--- config.mk ---
export PLATFORM = sky130hd
export DESIGN_NAME = alu_slice_responder
export DESIGN_NICKNAME = d
export VERILOG_FILES = /design/src/rtl/alu_slice_responder.sv
export SDC_FILE = /design/constraint.sdc
export NUM_CORES = 1
export LEC_CHECK = 0
export CORE_MARGIN = 5
export CORE_UTILIZATION = 35
export CTS_CLUSTER_DIAMETER = 40
export CTS_CLUSTER_SIZE = 20
export DETAILED_ROUTE_END_ITERATION = 8
export GPL_ROUTABILITY_DRIVEN = 0
export GPL_TIMING_DRIVEN = 1
export PLACE_DENSITY = 0.65
export SLEW_MARGIN = 20
export SYNTH_ARGS = -nofsm -noshare
export SYNTH_HDL_FRONTEND = slang
export SYNTH_SLANG_ARGS = --single-unit
--- constraint.sdc ---
create_clock -name clk -period 7.24 [get_ports clk]
set_clock_uncertainty 0.05 [all_clocks]
set_input_delay 1.448 -clock clk [delete_from_list [all_inputs] [get_ports clk]]
set_output_delay 1.448 -clock clk [all_outputs]
set_load 0.02 [all_outputs]
--- src/rtl/alu_slice_responder.sv ---
// Purpose: responder-side ALU that evaluates ADD/SUB/XOR/SLT/AND/NAND/NOR/OR in SLICE_W-bit slices.
// Latency: accept at edge k, resp_valid rises after edge k+N (N = 32/SLICE_W); N+2 cycles per op minimum.
// Backpressure: req_ready only in IDLE; response held stable in DONE until resp_ready.
module alu_slice_responder #(
  parameter int SLICE_W = 8,
  parameter int COUNT_W = 16
) (
  input  logic               clk,
  input  logic               reset,
  input  logic               req_valid,
  output logic               req_ready,
  input  logic [2:0]         req_command,
  input  logic [31:0]        req_operand_a,
  input  logic [31:0]        req_operand_b,
  output logic               resp_valid,
  input  logic               resp_ready,
  output logic [31:0]        resp_result,
  output logic               resp_carryout,
  output logic               resp_zero,
  output logic               resp_overflow,
  output logic               busy,
  output logic [COUNT_W-1:0] op_count
);

  localparam int N     = 32 / SLICE_W;
  localparam int IDX_W = (N > 1) ? $clog2(N) : 1;

  localparam logic [2:0] CMD_ADD  = 3'd0;
  localparam logic [2:0] CMD_SUB  = 3'd1;
  localparam logic [2:0] CMD_XOR  = 3'd2;
  localparam logic [2:0] CMD_SLT  = 3'd3;
  localparam logic [2:0] CMD_AND  = 3'd4;
  localparam logic [2:0] CMD_NAND = 3'd5;
  localparam logic [2:0] CMD_NOR  = 3'd6;
  localparam logic [2:0] CMD_OR   = 3'd7;

  typedef enum logic [1:0] {IDLE, EXEC, DONE} state_t;

  state_t             state;
  logic [2:0]         cmd_q;
  logic [31:0]        a_q;
  logic [31:0]        b_q;
  logic [IDX_W-1:0]   idx;
  logic               carry_q;

  logic [31:0]        base;
  logic [SLICE_W-1:0] a_s;
  logic [SLICE_W-1:0] b_s;
  logic [SLICE_W-1:0] b_eff;
  logic [SLICE_W-1:0] slice_res;
  logic [SLICE_W:0]   sum_w;
  logic               is_sub;
  logic               is_addsub;
  logic               c_top_in;
  logic               ovf;
  logic               lt;
  logic               last;
  logic [31:0]        res_next;

  assign req_ready  = (state == IDLE);
  assign resp_valid = (state == DONE);
  assign busy       = (state != IDLE);

  // Slice datapath: one narrow adder plus bitwise ops on the current slice.
  always_comb begin
    base      = 32'(idx) * 32'(SLICE_W);
    a_s       = a_q[base +: SLICE_W];
    b_s       = b_q[base +: SLICE_W];
    is_sub    = (cmd_q == CMD_SUB) || (cmd_q == CMD_SLT);
    is_addsub = (cmd_q == CMD_ADD) || (cmd_q == CMD_SUB);
    b_eff     = is_sub ? ~b_s : b_s;
    sum_w     = {1'b0, a_s} + {1'b0, b_eff} + {{SLICE_W{1'b0}}, carry_q};
    // Carry into the slice's top bit recovered from the sum bit itself.
    c_top_in  = a_s[SLICE_W-1] ^ b_eff[SLICE_W-1] ^ sum_w[SLICE_W-1];
    ovf       = c_top_in ^ sum_w[SLICE_W];
    lt        = sum_w[SLICE_W-1] ^ ovf;
    case (cmd_q)
      CMD_XOR:  slice_res = a_s ^ b_s;
      CMD_AND:  slice_res = a_s & b_s;
      CMD_NAND: slice_res = ~(a_s & b_s);
      CMD_NOR:  slice_res = ~(a_s | b_s);
      CMD_OR:   slice_res = a_s | b_s;
      default:  slice_res = sum_w[SLICE_W-1:0];
    endcase
    res_next = resp_result;
    res_next[base +: SLICE_W] = slice_res;
    last = (idx == IDX_W'(N - 1));
  end

  // Control FSM with registered result, flags and completed-op counter.
  always_ff @(posedge clk) begin
    if (reset) begin
      state         <= IDLE;
      cmd_q         <= '0;
      a_q           <= '0;
      b_q           <= '0;
      idx           <= '0;
      carry_q       <= 1'b0;
      resp_result   <= '0;
      resp_carryout <= 1'b0;
      resp_zero     <= 1'b0;
      resp_overflow <= 1'b0;
      op_count      <= '0;
    end else begin
      case (state)
        IDLE: begin
          if (req_valid) begin
            cmd_q   <= req_command;
            a_q     <= req_operand_a;
            b_q     <= req_operand_b;
            idx     <= '0;
            carry_q <= (req_command == CMD_SUB) || (req_command == CMD_SLT);
            state   <= EXEC;
          end
        end
        EXEC: begin
          resp_result <= res_next;
          carry_q     <= sum_w[SLICE_W];
          idx         <= idx + 1'b1;
          if (last) begin
            if (cmd_q == CMD_SLT) begin
              resp_result <= {31'b0, lt};
              resp_zero   <= ~lt;
            end else begin
              resp_zero   <= (res_next == 32'd0);
            end
            resp_carryout <= is_addsub & sum_w[SLICE_W];
            resp_overflow <= is_addsub & ovf;
            state         <= DONE;
          end
        end
        DONE: begin
          if (resp_ready) begin
            op_count <= op_count + 1'b1;
            state    <= IDLE;
          end
        end
        default: state <= IDLE;
      endcase
    end
  end

endmodule

==> results by group <==
Run status
  – Status: finished clean

Synth
  – Synth area leaders: dfxtp_1, nand2_1, a21oi_1
  – Synth warnings: 0
  – Yosys reg bits: around 120
  – Syn Inst Count: about 760
  – Post-synth top area cell: dfxtp_1
  – Ys flop type: dfxtp_1
  – Post-Syn Nets: 859
  – Async SR Flop Fraction: 0%
  – Area share of the leading cell type in the synthesized netlist: roughly two fifths
  – Synth unique cells: 66
  – Mapped Avg Cell Area: 8.37 um2
  – Post-synthesis sequential area ratio: about two fifths
  – Cell Area, Synth: 6330 um2
  – Post-synth EDFFs: 0

STA
  – Max transition margin: 37.3%
  – Hold Fails Final Rpt: 0
  – Worst hold slack: 0.400 ns
  – Final worst path period share: 58.8%
  – Slew @ Worst Pin: 0.939 ns
  – Max-slew violation count: 0
  – Final Setup Violations: 0
  – RSZ-0062 raised after global routing: no
  – Tmin final: 4.26 ns
  – Max frequency: 235 MHz
  – Setup tns final: 0 ns

Setup path
  – CP arrival: 4.51 ns
  – CP startpoint kind: flip-flop
  – Flop2flop setup slack: just under 3 ns
  – Worst path required time: about 7.5 ns
  – Sequence of cells on the critical path: buf_4 -> mux4_2 -> xnor2_1 -> fa_1 -> inv_1 -> fa_1 -> a21oi_1 -> o2111ai_1 -> xnor2_1 -> o31ai_1 -> o41ai_1 -> a41o_1
  – Startpoint of the worst register-to-register path: idx[0]$_SDFFE_PP0P_
  – Largest stage delay on the critical path: ~0.72 ns
  – Worst r2r path cells: 12
  – Crit Path Class: reg2reg
  – Crit-path max FO: 17
  – Setup crit end kind: flip-flop
  – CP max-delay cell: o31ai_1
  – Setup crit start: idx[0]$_SDFFE_PP0P_
  – R2r endpoint: resp_zero$_SDFFE_PP0P_

Global route
  – Global-route wire length before repair: approximately 28000 um
  – Initial antenna violation count: 0
  – Global route hottest layer: met2
  – Pin count of the biggest net entering global routing: 82
  – Met3 Use GR: 4.56%
  – Grt total ovfl: 0
  – GRT Overall Usage: 16.9%
  – M2 GR Usage: 26.9%
  – Vias in the first global route: 5444
  – GR Layer Usage met1: 22.3%

Finish
  – Area Growth Syn to Fin: 30.2%
  – Antenna cell count: 0
  – Share of cells above drive strength 1: 6.90%
  – Nets: 959
  – Fin cells: 1098

CTS
  – Num CTS Buffers: 17
  – Clk_lat worst skew: 0.42 ns
  – Sink Count: 123
  – Cts-stage hold buffer count: 0
  – CTS H-tree depth: 4
  – Post-CTS setup buffers: 0
  – TritonCTS clock tree: done
  – PostCTS Resize Cnt: 0
  – Clock root buffer: clkbuf_16
  – Clk slew on worst S/H paths: roughly 0.05 ns
  – Clk buf depth: 2

Pwr
  – PD cells: 227 nW/um2
  – Pleak: roughly 3 nW
  – Peak supply drop: about 0.17 mV

Routing
  – Drt total wl: 17600 um
  – Routed WL per cell: 16.0 um
  – Via-to-Cell Ratio: 5.15
  – First-pass DRT Iterations: 5
  – Vias: between 5000 and 6000
  – 1st-iter DRT viols: 415
  – DRT antenna net count: 0
  – Remaining DRCs: 0

Worst hold path
  – Hold Crit Class: reg2reg
  – Worst hold path depth: 2
  – Hold endpoint: a_q[31]$_SDFFE_PP0P_
  – Hold Path Origin: a_q[31]$_SDFFE_PP0P_

Floorplanning
  – Top-level I/O count: 125
  – Die Ht: 144 um
  – Core area: between 15000 and 20000 um2
  – Initial core utilization: 35.3%
  – Die width: 144 um
  – # rows: 49
  – DIE AREA: roughly 21000 um2

Placement
  – Port Buffers: 124
  – Placed Instances: around 1100
  – DP Wirelength: 12500 um

Job
  – Maxcap violations: 0
==> how the worst max path moves through the flow <==
stage	to	slack, ns	depth (start not counted)
final	resp_zero$_SDFFE_PP0P_	2.98	12
after global routing	resp_zero$_SDFFE_PP0P_	2.83	12
after CTS	resp_zero$_SDFFE_PP0P_	3.10	12
after detailed placement	resp_zero$_SDFFE_PP0P_	3.12	12
after global placement	resp_zero$_SDFFE_PP0P_	3.26	12
after floorplan	resp_zero$_SDFFE_PP0P_	3.59	13
==> state kept, by name, summed over array words and instances, names as in the netlist <==
register       flops
resp_zero          1
b_q               32
cmd_q              3
op_count          16
idx                2
state              2
carry_q            1
a_q               32
resp_overflow      1
resp_result       32
resp_carryout      1
==> Yosys cell counts (9+ instances only) <==
cell	count
nand2_1	164
xnor2_1	13
mux2i_1	10
clkbuf_1	35
a21oi_1	92
inv_1	31
o21ai_0	12
a22oi_1	28
nand3_1	9
xor2_1	20
ha_1	30
dfxtp_1	123
mux4_2	16
nor2_1	57
==> stage by stage <==
step                      power [mW]  setup WS (ns)  util, %  instance area [um2]
after floorplan                0.953           3.59        -                 6330
after global placement          1.06           3.26     42.9                 7670
after detailed placement        1.06           3.12     42.9                 7670
after CTS                       1.88           3.10     46.0                 8240
after global routing            1.95           2.83     46.0                 8240
final                           1.87           2.98     46.0                 8240
==> cell type report <==
| cell class | count | area, um2 |
|---|---|---|
| flip-flops and latches | 123 | 2460 |
| clock buffers | 25 | 475 |
| clock inverters | 7 | 90.1 |
| multi-input cells | 554 | 3540 |
| fillers | 1784 | 9660 |
| well taps | 229 | 287 |
| repair buffers | 128 | 1270 |
| inverters | 32 | 120 |
==> placed cells by master, fill, tap and decap left out, types with 3 or more instances in the layout <==
cell type,count
a21oi_1,92
a22oi_1,28
and3_1,8
buf_4,5
clkbuf_1,6
clkbuf_16,17
clkdlybuf4s50_1,123
clkinv_2,3
dfxtp_1,123
ha_1,30
inv_1,31
mux2i_1,10
mux4_2,16
nand2_1,163
nand2b_1,6
nand3_1,9
nand4_1,5
nor2_1,57
nor2b_1,6
nor3_1,8
nor4_1,5
o2111ai_1,3
o211ai_1,3
o21ai_0,12
o21ai_1,6
or3_1,3
xnor2_1,13
xor2_1,20
==> kinds of logic after synthesis <==
kind of cell               Yosys count  synth area share [%]
and+or+nand+nor                    291                  21.0
adders and majority gates           32                  6.57
AOI/OAI and AO/OA                  172                  16.5
muxes                               26                  7.28
DFF                                123                  38.9
buffers and inverters               79                  5.26
xor gates and xnor gates            33                  4.57
==> metal layers <==
layer	up-vias	wire, um	share of wire (%)
li1	2805	-	-
met3	18	873	5.0
met1	2673	8060	46
met2	161	8390	48
met5	-	0	0
met4	0	228	1.3
==> where the power goes <==
| part | switching, mW | internal (mW) |
|---|---|---|
| combinational | 0.185 | 0.138 |
| clock | 0.296 | 0.523 |
| sequential | 0.0236 | 0.706 |
| total | 0.505 | 1.37 |
==> worst max-delay path, delay by kind of cell (launching register included) <==
kind / cells / cell delay (ns)
buffers and inverters: 2 / 0.45
DFF: 1 / 0.52
xor gates and xnor gates: 2 / 0.38
AOI/OAI and AO/OA: 5 / 1.48
muxes: 1 / 0.59
adders and majority gates: 2 / 0.66
No activity file was read; power rests on OpenSTA's default activity.
